## config.mk

```make
export PLATFORM = sky130hd
export DESIGN_NAME = deser400_phase_scan
export DESIGN_NICKNAME = d
export VERILOG_FILES = /design/src/rtl/deser400_phase_scan.sv
export SDC_FILE = /design/constraint.sdc
export NUM_CORES = 1
export LEC_CHECK = 0
export BUFFER_PORTS_ARGS = -buffer_cell sky130_fd_sc_hd__buf_4
export CORE_MARGIN = 1
export CORE_UTILIZATION = 55
export CTS_CLUSTER_DIAMETER = 120
export DETAILED_ROUTE_END_ITERATION = 10
export PLACE_DENSITY = 0.81
export SLEW_MARGIN = 20
export SYNTH_ARGS = -nofsm -noshare
export SYNTH_HDL_FRONTEND = slang
export SYNTH_SLANG_ARGS = --single-unit
export TNS_END_PERCENT = 5
```

## constraint.sdc

```tcl
create_clock -name clk -period 6.55 [get_ports clk]
set_clock_uncertainty 0.2 [all_clocks]
set_input_delay 0.3275 -clock clk [delete_from_list [all_inputs] [get_ports clk]]
set_output_delay 0.3275 -clock clk [all_outputs]
set_load 0.01 [all_outputs]
```

## src/rtl/deser400_phase_scan.sv

```systemverilog
// Phase-calibration sequencer: sweeps each selected deser400 channel through every phase,
// measures the XOR sum over one gate window per phase, then programs the lowest-sum phase.
module deser400_phase_scan #(
    parameter int          NPHASE  = 8,
    parameter int          SETTLE  = 64,
    parameter logic [23:0] TIMEOUT = 24'hFFFFFF
) (
    input  logic        clk,
    input  logic        reset,
    input  logic        start,
    input  logic        abort,
    input  logic [3:0]  ch_mask,
    input  logic        gate,
    input  logic [31:0] xorsum,
    output logic        gate_single,
    output logic [3:0]  phwrite,
    output logic [3:0]  phdata,
    output logic        busy,
    output logic        done,
    output logic [15:0] best_phase,
    output logic [31:0] best_sum,
    output logic [3:0]  ch_err
);

    typedef enum logic [3:0] {
        ST_IDLE, ST_SEL, ST_WRITE, ST_SETTLE, ST_TRIG, ST_WAITHI,
        ST_WAITLO, ST_SAMPLE, ST_NEXT, ST_APPLY, ST_FIN
    } state_t;

    localparam logic [3:0]  LAST_PH   = 4'(NPHASE - 1);
    localparam logic [23:0] SETTLE_M1 = 24'(SETTLE - 1);

    state_t      state_q, state_d;
    logic [3:0]  mask_q, mask_d;
    logic [1:0]  ch_q, ch_d;
    logic [3:0]  phase_q, phase_d;
    logic [7:0]  min_q, min_d;
    logic [3:0]  best_q, best_d;
    logic [23:0] cnt_q, cnt_d;
    logic        gate_single_q, gate_single_d;
    logic [3:0]  phwrite_q, phwrite_d;
    logic [3:0]  phdata_q, phdata_d;
    logic        busy_q, busy_d;
    logic        done_q, done_d;
    logic [15:0] best_phase_q, best_phase_d;
    logic [31:0] best_sum_q, best_sum_d;
    logic [3:0]  ch_err_q, ch_err_d;
    logic [1:0]  low_ch;
    logic [7:0]  s;

    always_comb begin
        low_ch = 2'd0;
        for (int i = 3; i >= 0; i--) begin
            if (mask_q[i]) low_ch = 2'(i);
        end
    end

    always_comb begin
        case (ch_q)
            2'd0:    s = xorsum[7:0];
            2'd1:    s = xorsum[15:8];
            2'd2:    s = xorsum[23:16];
            default: s = xorsum[31:24];
        endcase
    end

    always_comb begin
        state_d       = state_q;
        mask_d        = mask_q;
        ch_d          = ch_q;
        phase_d       = phase_q;
        min_d         = min_q;
        best_d        = best_q;
        cnt_d         = cnt_q;
        gate_single_d = 1'b0;
        phwrite_d     = 4'd0;
        phdata_d      = phdata_q;
        busy_d        = busy_q;
        done_d        = 1'b0;
        best_phase_d  = best_phase_q;
        best_sum_d    = best_sum_q;
        ch_err_d      = ch_err_q;

        // Strobes are raised on the transition into their state so that the
        // registered outputs line up with the state that owns them.
        case (state_q)
            ST_IDLE: begin
                if (start) begin
                    mask_d   = ch_mask;
                    ch_err_d = ch_err_q & ~ch_mask;
                    busy_d   = 1'b1;
                    state_d  = ST_SEL;
                end
            end
            ST_SEL: begin
                if (mask_q == 4'd0) begin
                    state_d = ST_FIN;
                end else begin
                    ch_d      = low_ch;
                    mask_d    = mask_q & ~(4'b0001 << low_ch);
                    phase_d   = 4'd0;
                    min_d     = 8'hFF;
                    best_d    = 4'd0;
                    phwrite_d = 4'b0001 << low_ch;
                    phdata_d  = 4'd0;
                    state_d   = ST_WRITE;
                end
            end
            ST_WRITE: begin
                cnt_d   = 24'd0;
                state_d = ST_SETTLE;
            end
            ST_SETTLE: begin
                if (cnt_q == SETTLE_M1) begin
                    gate_single_d = 1'b1;
                    state_d       = ST_TRIG;
                end else begin
                    cnt_d = cnt_q + 24'd1;
                end
            end
            ST_TRIG: begin
                cnt_d   = 24'd0;
                state_d = ST_WAITHI;
            end
            ST_WAITHI, ST_WAITLO: begin
                if ((state_q == ST_WAITHI) ? gate : !gate) begin
                    cnt_d   = 24'd0;
                    state_d = (state_q == ST_WAITHI) ? ST_WAITLO : ST_SAMPLE;
                end else if (cnt_q == TIMEOUT) begin
                    ch_err_d[ch_q] = 1'b1;
                    state_d        = ST_SEL;
                end else begin
                    cnt_d = cnt_q + 24'd1;
                end
            end
            ST_SAMPLE: begin
                if (s < min_q) begin
                    min_d  = s;
                    best_d = phase_q;
                end
                state_d = ST_NEXT;
            end
            ST_NEXT: begin
                phwrite_d = 4'b0001 << ch_q;
                if (phase_q == LAST_PH) begin
                    phdata_d                        = best_q;
                    best_phase_d[{ch_q, 2'b00} +: 4] = best_q;
                    best_sum_d[{ch_q, 3'b000} +: 8]  = min_q;
                    state_d                         = ST_APPLY;
                end else begin
                    phase_d  = phase_q + 4'd1;
                    phdata_d = phase_q + 4'd1;
                    state_d  = ST_WRITE;
                end
            end
            ST_APPLY: state_d = ST_SEL;
            ST_FIN: begin
                done_d  = 1'b1;
                busy_d  = 1'b0;
                state_d = ST_IDLE;
            end
            default: state_d = ST_IDLE;
        endcase

        // Abort overrides everything, including a start seen in the same cycle.
        if (abort) begin
            state_d       = ST_IDLE;
            mask_d        = 4'd0;
            busy_d        = 1'b0;
            done_d        = 1'b0;
            gate_single_d = 1'b0;
            phwrite_d     = 4'd0;
            phdata_d      = phdata_q;
            best_phase_d  = best_phase_q;
            best_sum_d    = best_sum_q;
            ch_err_d      = ch_err_q;
        end
    end

    always_ff @(posedge clk or posedge reset) begin
        if (reset) begin
            state_q       <= ST_IDLE;
            mask_q        <= 4'd0;
            ch_q          <= 2'd0;
            phase_q       <= 4'd0;
            min_q         <= 8'd0;
            best_q        <= 4'd0;
            cnt_q         <= 24'd0;
            gate_single_q <= 1'b0;
            phwrite_q     <= 4'd0;
            phdata_q      <= 4'd0;
            busy_q        <= 1'b0;
            done_q        <= 1'b0;
            best_phase_q  <= 16'd0;
            best_sum_q    <= 32'd0;
            ch_err_q      <= 4'd0;
        end else begin
            state_q       <= state_d;
            mask_q        <= mask_d;
            ch_q          <= ch_d;
            phase_q       <= phase_d;
            min_q         <= min_d;
            best_q        <= best_d;
            cnt_q         <= cnt_d;
            gate_single_q <= gate_single_d;
            phwrite_q     <= phwrite_d;
            phdata_q      <= phdata_d;
            busy_q        <= busy_d;
            done_q        <= done_d;
            best_phase_q  <= best_phase_d;
            best_sum_q    <= best_sum_d;
            ch_err_q      <= ch_err_d;
        end
    end

    assign gate_single = gate_single_q;
    assign phwrite     = phwrite_q;
    assign phdata      = phdata_q;
    assign busy        = busy_q;
    assign done        = done_q;
    assign best_phase  = best_phase_q;
    assign best_sum    = best_sum_q;
    assign ch_err      = ch_err_q;

endmodule

```

### After elaboration in Yosys (flattened, before gate mapping)

Index checks and enable logic that the tools add are counted.

| operators by class | value |
|---|---|
| shift operators | 6 |
| bitwise operators | 7 |
| reduce and logical (&&, ||, !) cells | 23 |
| multiplexer cells | 52 |
| $lt $le $gt $ge | 3 |
| add/sub/neg operators | 4 |
| equality and inequality tests | 27 |

Operators by type and width:

| kind | count |
|---|---|
| 4-bit 2-to-1 mux | 19 |
| 24-bit 2-to-1 mux | 3 |
| 24-bit one-hot mux with 3 select lines | 1 |
| 4-bit one-hot mux with 2 select lines | 6 |
| 4-bit one-hot mux with 9 select lines | 1 |
| 32-bit bitwise mux | 1 |
| 8-bit by 7-bit variable shift with 32-bit output (first input constant) | 1 |
| 8-bit by 7-bit variable part select with 32-bit output | 1 |
| 24-bit by 1-bit adder with 24-bit output (second input constant) | 1 |
| 24-bit == test (second input constant) | 1 |
| 24-bit by 6-bit == test with 1-bit output (second input constant) | 1 |
| 8-bit one-hot mux with 3 select lines | 1 |
| 3-bit AND reduction | 7 |
| 4-bit by 3-bit == test with 1-bit output (second input constant) | 5 |
| 16-bit bitwise mux | 1 |
| 8-bit 2-to-1 mux | 2 |
| 8-bit one-hot mux with 2 select lines | 1 |
| 4-bit by 6-bit variable shift with 16-bit output (first input constant) | 1 |
| 4-bit by 6-bit variable part select with 16-bit output | 1 |
| 2-bit != test (second input constant) | 7 |
| 4-bit == test (second input constant) | 3 |
| 3-bit != test (second input constant) | 4 |
| 1-bit 2-to-1 mux | 10 |
| 3-bit nonzero test | 3 |
| other kinds (27) | 40 |

| storage, ports and cells | value |
|---|---|
| word-level logic and storage cells | 137 |
| flip-flop bits (word level) | 113 |

### Depth between registers and ports, before layout

| logic depth | value |
|---|---|
| word-level depth | 10 |
| depth in mapped cells | 12 |
| mapped depth without buffers | 10 |

### Worst setup path after synthesis

Ideal clock, no wire load.

| timing path | value |
|---|---|
| kind | register -> register |
| from | reg ch_q[0] |
| to | reg best_q[0] |
| clock period less this slack | 3000 ps |
| required time | 6271 ps |
| setup slack | 3550 ps |
| stages on the path, launching flop included | 11 |
| buffers on the path | 2 |
| arrival | 2721 ps |
| library setup time | 79 ps |
| path through | dfrtp_1 > inv_1 > ha_1 > clkbuf_1 > a222oi_1 > mux2i_1 > ha_1 > nand4_1 > o311ai_1 > buf_4 > mux2i_1 |

| on the way | value |
|---|---|
| cells in the longest elaborated chain, start to end | 5 |
| elaborated cells on any way between the ends | 7 |
| those cells by class | order compare (1); eq/ne (3); mux (1); reduce/logical (2) |

Ends and longest elaborated chain:

| element | RTL line | RTL |
|---|---|---|
| start: declaration | 35 | `logic [1:0] ch_q, ch_d;` |
| start signal: assignment | 200 | `ch_q <= ch_d;` |
| 2-bit == test (tied with other cells) | 59 | `case (ch_q)` |
| 8-bit one-hot mux with 3 select lines * | 59 |  |
| 8-bit < comparator * | 137 | `if (s < min_q) begin` |
| 2-bit != test (no line) * | -- |  |
| 3-bit AND reduction (no line) * | -- |  |
| end signal: assignment | 203 | `best_q <= best_d;` |
| end: declaration | 38 | `logic [3:0] best_q, best_d;` |

Every way passes the cells marked *; elsewhere a longest branch is shown, timed or not.
A chain may end at the register's enable or synchronous reset.

### Worst setup path after layout

| timing path | value |
|---|---|
| from | reg ch_q[0] |
| to | reg best_q[2] |

Same word-level chain as after synthesis.

==> impl_results.md <==
- Outcome: finished clean
- I/O Buffers: 103
- Mapped Nets: roughly 720
- Main synth FF type: dfrtp_1
- Max Buffers Root-to-Sink: 2
- CTS Buf Count: 17
- Initial Utilization: a little under three fifths
- Max_cap viols: 0
- Synth warn: 0
- CP startpoint: ch_q[0]$_DFFE_PP0P_
- Max-slew headroom: 27.45%
- Routed length per instance: about 17 um
- Fin Setup TNS: 0 ns
- Crit path kind: flop to flop
- Slowest library cell on the worst path: dfrtp_1
- Total track usage: between 20% and 30%
- CP endpoint kind: flop
- Post-CTS setup buffers: 0
- Placer Congestion: between 0.9 and 1
- Xor/xnor share of the synthesized area: less than 1%
- RR Startpoint: ch_q[0]$_DFFE_PP0P_
- F_max: approximately 320 MHz
- Drt via density: between 6 and 7
- CP Cell Sequence: inv_1, ha_1, a222oi_1, mux2i_1, ha_1, nand4_1, nor2_1, nor3_1, o311ai_2, buf_4, mux2i_1
- Unrepaired setup endpoints after global routing: false
- Crit start category: flop
- PwrDens: roughly 350 mW/mm2
- Post-CTS sizing: 0
- FF-to-FF End: best_q[2]$_DFFE_PP0P_
- Die area: roughly 0.011 mm2
- Nets: roughly 800
- Row cnt: 37
- Pleak: approximately 3.5 nW
- Htree depth: 4
- Cells after Synth: approximately 670
- Multiplexer share of the synthesized area: 4.326%
- Final core utilization: a little over 70%
- ANT cells: 0
- Antenna violations before repair: 0
- Vias in the first global route: 5,121
- Min cycle time layout: about 3.1 ns
- Clock sink total: about 110
- # DRC: 0
- Internal reg-to-reg setup slack: between 3 and 4 ns
- FFs w/ async S/R, synth: 100.0%
- Design Area, Final: approximately 0.0075 mm2
- Largest family of logic cells by synthesized area: simple AND/OR/NAND/NOR gates
- Ports: 104
- Largest net degree at the start of global routing: slightly below 90
- # setup viols final: 0
- Post-synthesis register bit count: 113
- Pre-antenna DRT Iters: 9
- Placed Area: between 0.006 and 0.007 mm2
- Total power: 0.002663 W
- DRT iter0 DRCs: 419
- First-pass GRT wire length: ~26,000 um
- Post-synth cell types: 64
- Compound-Gate Fraction of Synth Area: roughly 17%
- # fillers: 804
- Hold Fails Final Rpt: 0
- Share of post-route cells with drive strength above 1: between 15 and 20%
- Setup ws final: between 3 and 4 ns
- Clk_lat worst skew: ~0.51 ns
- Pre-CTS setup slack: 3.463 ns
- Post-synthesis adder-cell area fraction: just under 3%
- CTS tree: yes
- Synth top area share: between 40% and 50%
- Number of flops mapped to enable cells by yosys: 0
- Die height: ~110 um
- Sequential area share after synthesis: 47.00%
- Area leader, netlist: dfrtp_1
- Min-Delay Endpoint: min_q[1]$_DFFE_PP0P_
- Post-Synthesis Cell Area: approximately 0.006 mm2
- Reg2reg path depth: 11
- Worst Path Max Fanout: 14
- Tightest Hold Check Type: primary input to flop
- Worst EP arrival: approximately 3.3 ns
- Routed WL: 15,750 um
- Die X-Extent: approximately 110 um
- Synth-to-Final Area Change: 24.79%
- Slew at the pin closest to its max-slew limit: between 1 and 1.5 ns
- Simple-gate share of the synthesized area: roughly a quarter
- Fin. max-slew vios: 0
- Hold Crit Start: xorsum[25]
- DP Wirelength: roughly 10,000 um
- CP required: 6.73 ns
- Core area: between 0.01 and 0.015 mm2
- CTS root buffer: clkbuf_8
- Antenna viol nets, final: 0
- CP max stage delay: between 0.4 and 0.5 ns
- Cells taking the most area after synthesis: dfrtp_1 (47%), nand2_1 (8.6%), o21ai_0 (4.6%)
- Fin crit share: between 40% and 50%
- WHS Path Cells: 5
- Total number of vias: around 5,600
- Peak supply drop: around 250 uV
- Mean Syn Cell Area: 9.019 um2
- Worst-path clk slew: roughly 0.06 ns
- Residual overflow from global routing: 0
cells by family (layout without fill, tap and decap cells):
family / after synthesis / after routing
compound gates: 163 / 163
buf+inv: 67 / 177
simple gates: 283 / 283
flops: 113 / 113
mux: 26 / 26
fa+ha+maj: 14 / 14
xor+xnor: 1 / 1
per-stage QoR:
stage               instances  hold slack [ns]
floorplan                 667           0.2512
CTS                       913          0.08279
detailed placement        872           0.1316
finish                    913          0.08257
global placement          872           0.1306
global route              913          0.08799
flip-flops by register name (all words and copies together), names as in the netlist:
signal and flops:
best_phase 16, best_q 4, best_sum 32, busy 1
ch_err 4, ch_q 2, cnt_q 24, done 1
gate_single 1, mask_q 4, min_q 8, phase_q 4
phdata 4, phwrite 4, state_q 4
power breakdown:
group,switching (W),internal [W]
sequential,0.000174,0.000782
combinational,0.000479,0.000306
clock,0.000332,0.000590
total,0.000985,0.00168
area by class of cell:
class / instances / area [um2] / area share (%)
well taps: 136 / 170.2 / 2.267
clock inverters: 12 / 160.2 / 2.133
clock buffers: 20 / 435.4 / 5.800
repair buffers: 118 / 912.1 / 12.15
multi-input cells: 487 / 2898 / 38.60
inverters: 27 / 103.9 / 1.383
flip-flops and latches: 113 / 2828 / 37.67
routing by layer:
metal,vias to the layer above,track usage [%],part of all wire (%)
li1,2592,-,-
met1,2670,38.77,42
met2,258,47.33,49
met3,45,4.559,6.5
met4,0,10.67,2.4
met5,-,0,0
layout by cell type, fill, tap and decap left out, types with 14 or more instances in the layout:
cell,instances
o31ai_1,24
nor2_1,34
a21oi_1,37
clkbuf_16,16
dfrtp_1,113
or4_1,20
o21ai_0,55
ha_1,14
buf_4,108
inv_1,26
mux2i_1,26
nand2_1,138
critical path: cells and delay by family (launching register included):
family                     cells  cell delay (ns)
adders and majority gates      2             0.73
and+or+nand+nor                3             0.44
AOI/OAI and AO/OA              2             0.53
buffers and inverters          2             0.37
muxes                          2             0.30
DFF                            1             0.43
what timing repair did:
item / 4_1_cts / 5_1_grt
setup endpoints to repair: 0 / 0
hold buffers: 9 / 0
hold endpoints to repair: 41 / 0
Yosys cell counts, drive strengths merged (3+ instances only):
library cell,n
nand2,138
dfrtp,113
o21ai,65
a21oi,38
nor2,35
inv,27
mux2i,26
o31ai,24
buf,23
or4,20
clkbuf,17
ha,14
nand3,13
nand2b,10
nand4,10
nor3,10
nor4,9
a222oi,8
and3,6
nor3b,6
nand3b,5
a22o,4
or2,4
or3,4
o211ai,3
worst max-delay path by stage:
stage,cells past startpoint,to
3_3_place_gp,11,min_q[4]$_DFFE_PP0P_
2_1_floorplan,1,best_phase[0]$_DFFE_PP0P_
3_5_place_dp,11,min_q[0]$_DFFE_PP0P_
5_1_grt,11,min_q[7]$_DFFE_PP0P_
6_report,11,best_q[2]$_DFFE_PP0P_
4_1_cts,11,min_q[0]$_DFFE_PP0P_
Note: power is estimated with default switching activity, not from simulation.
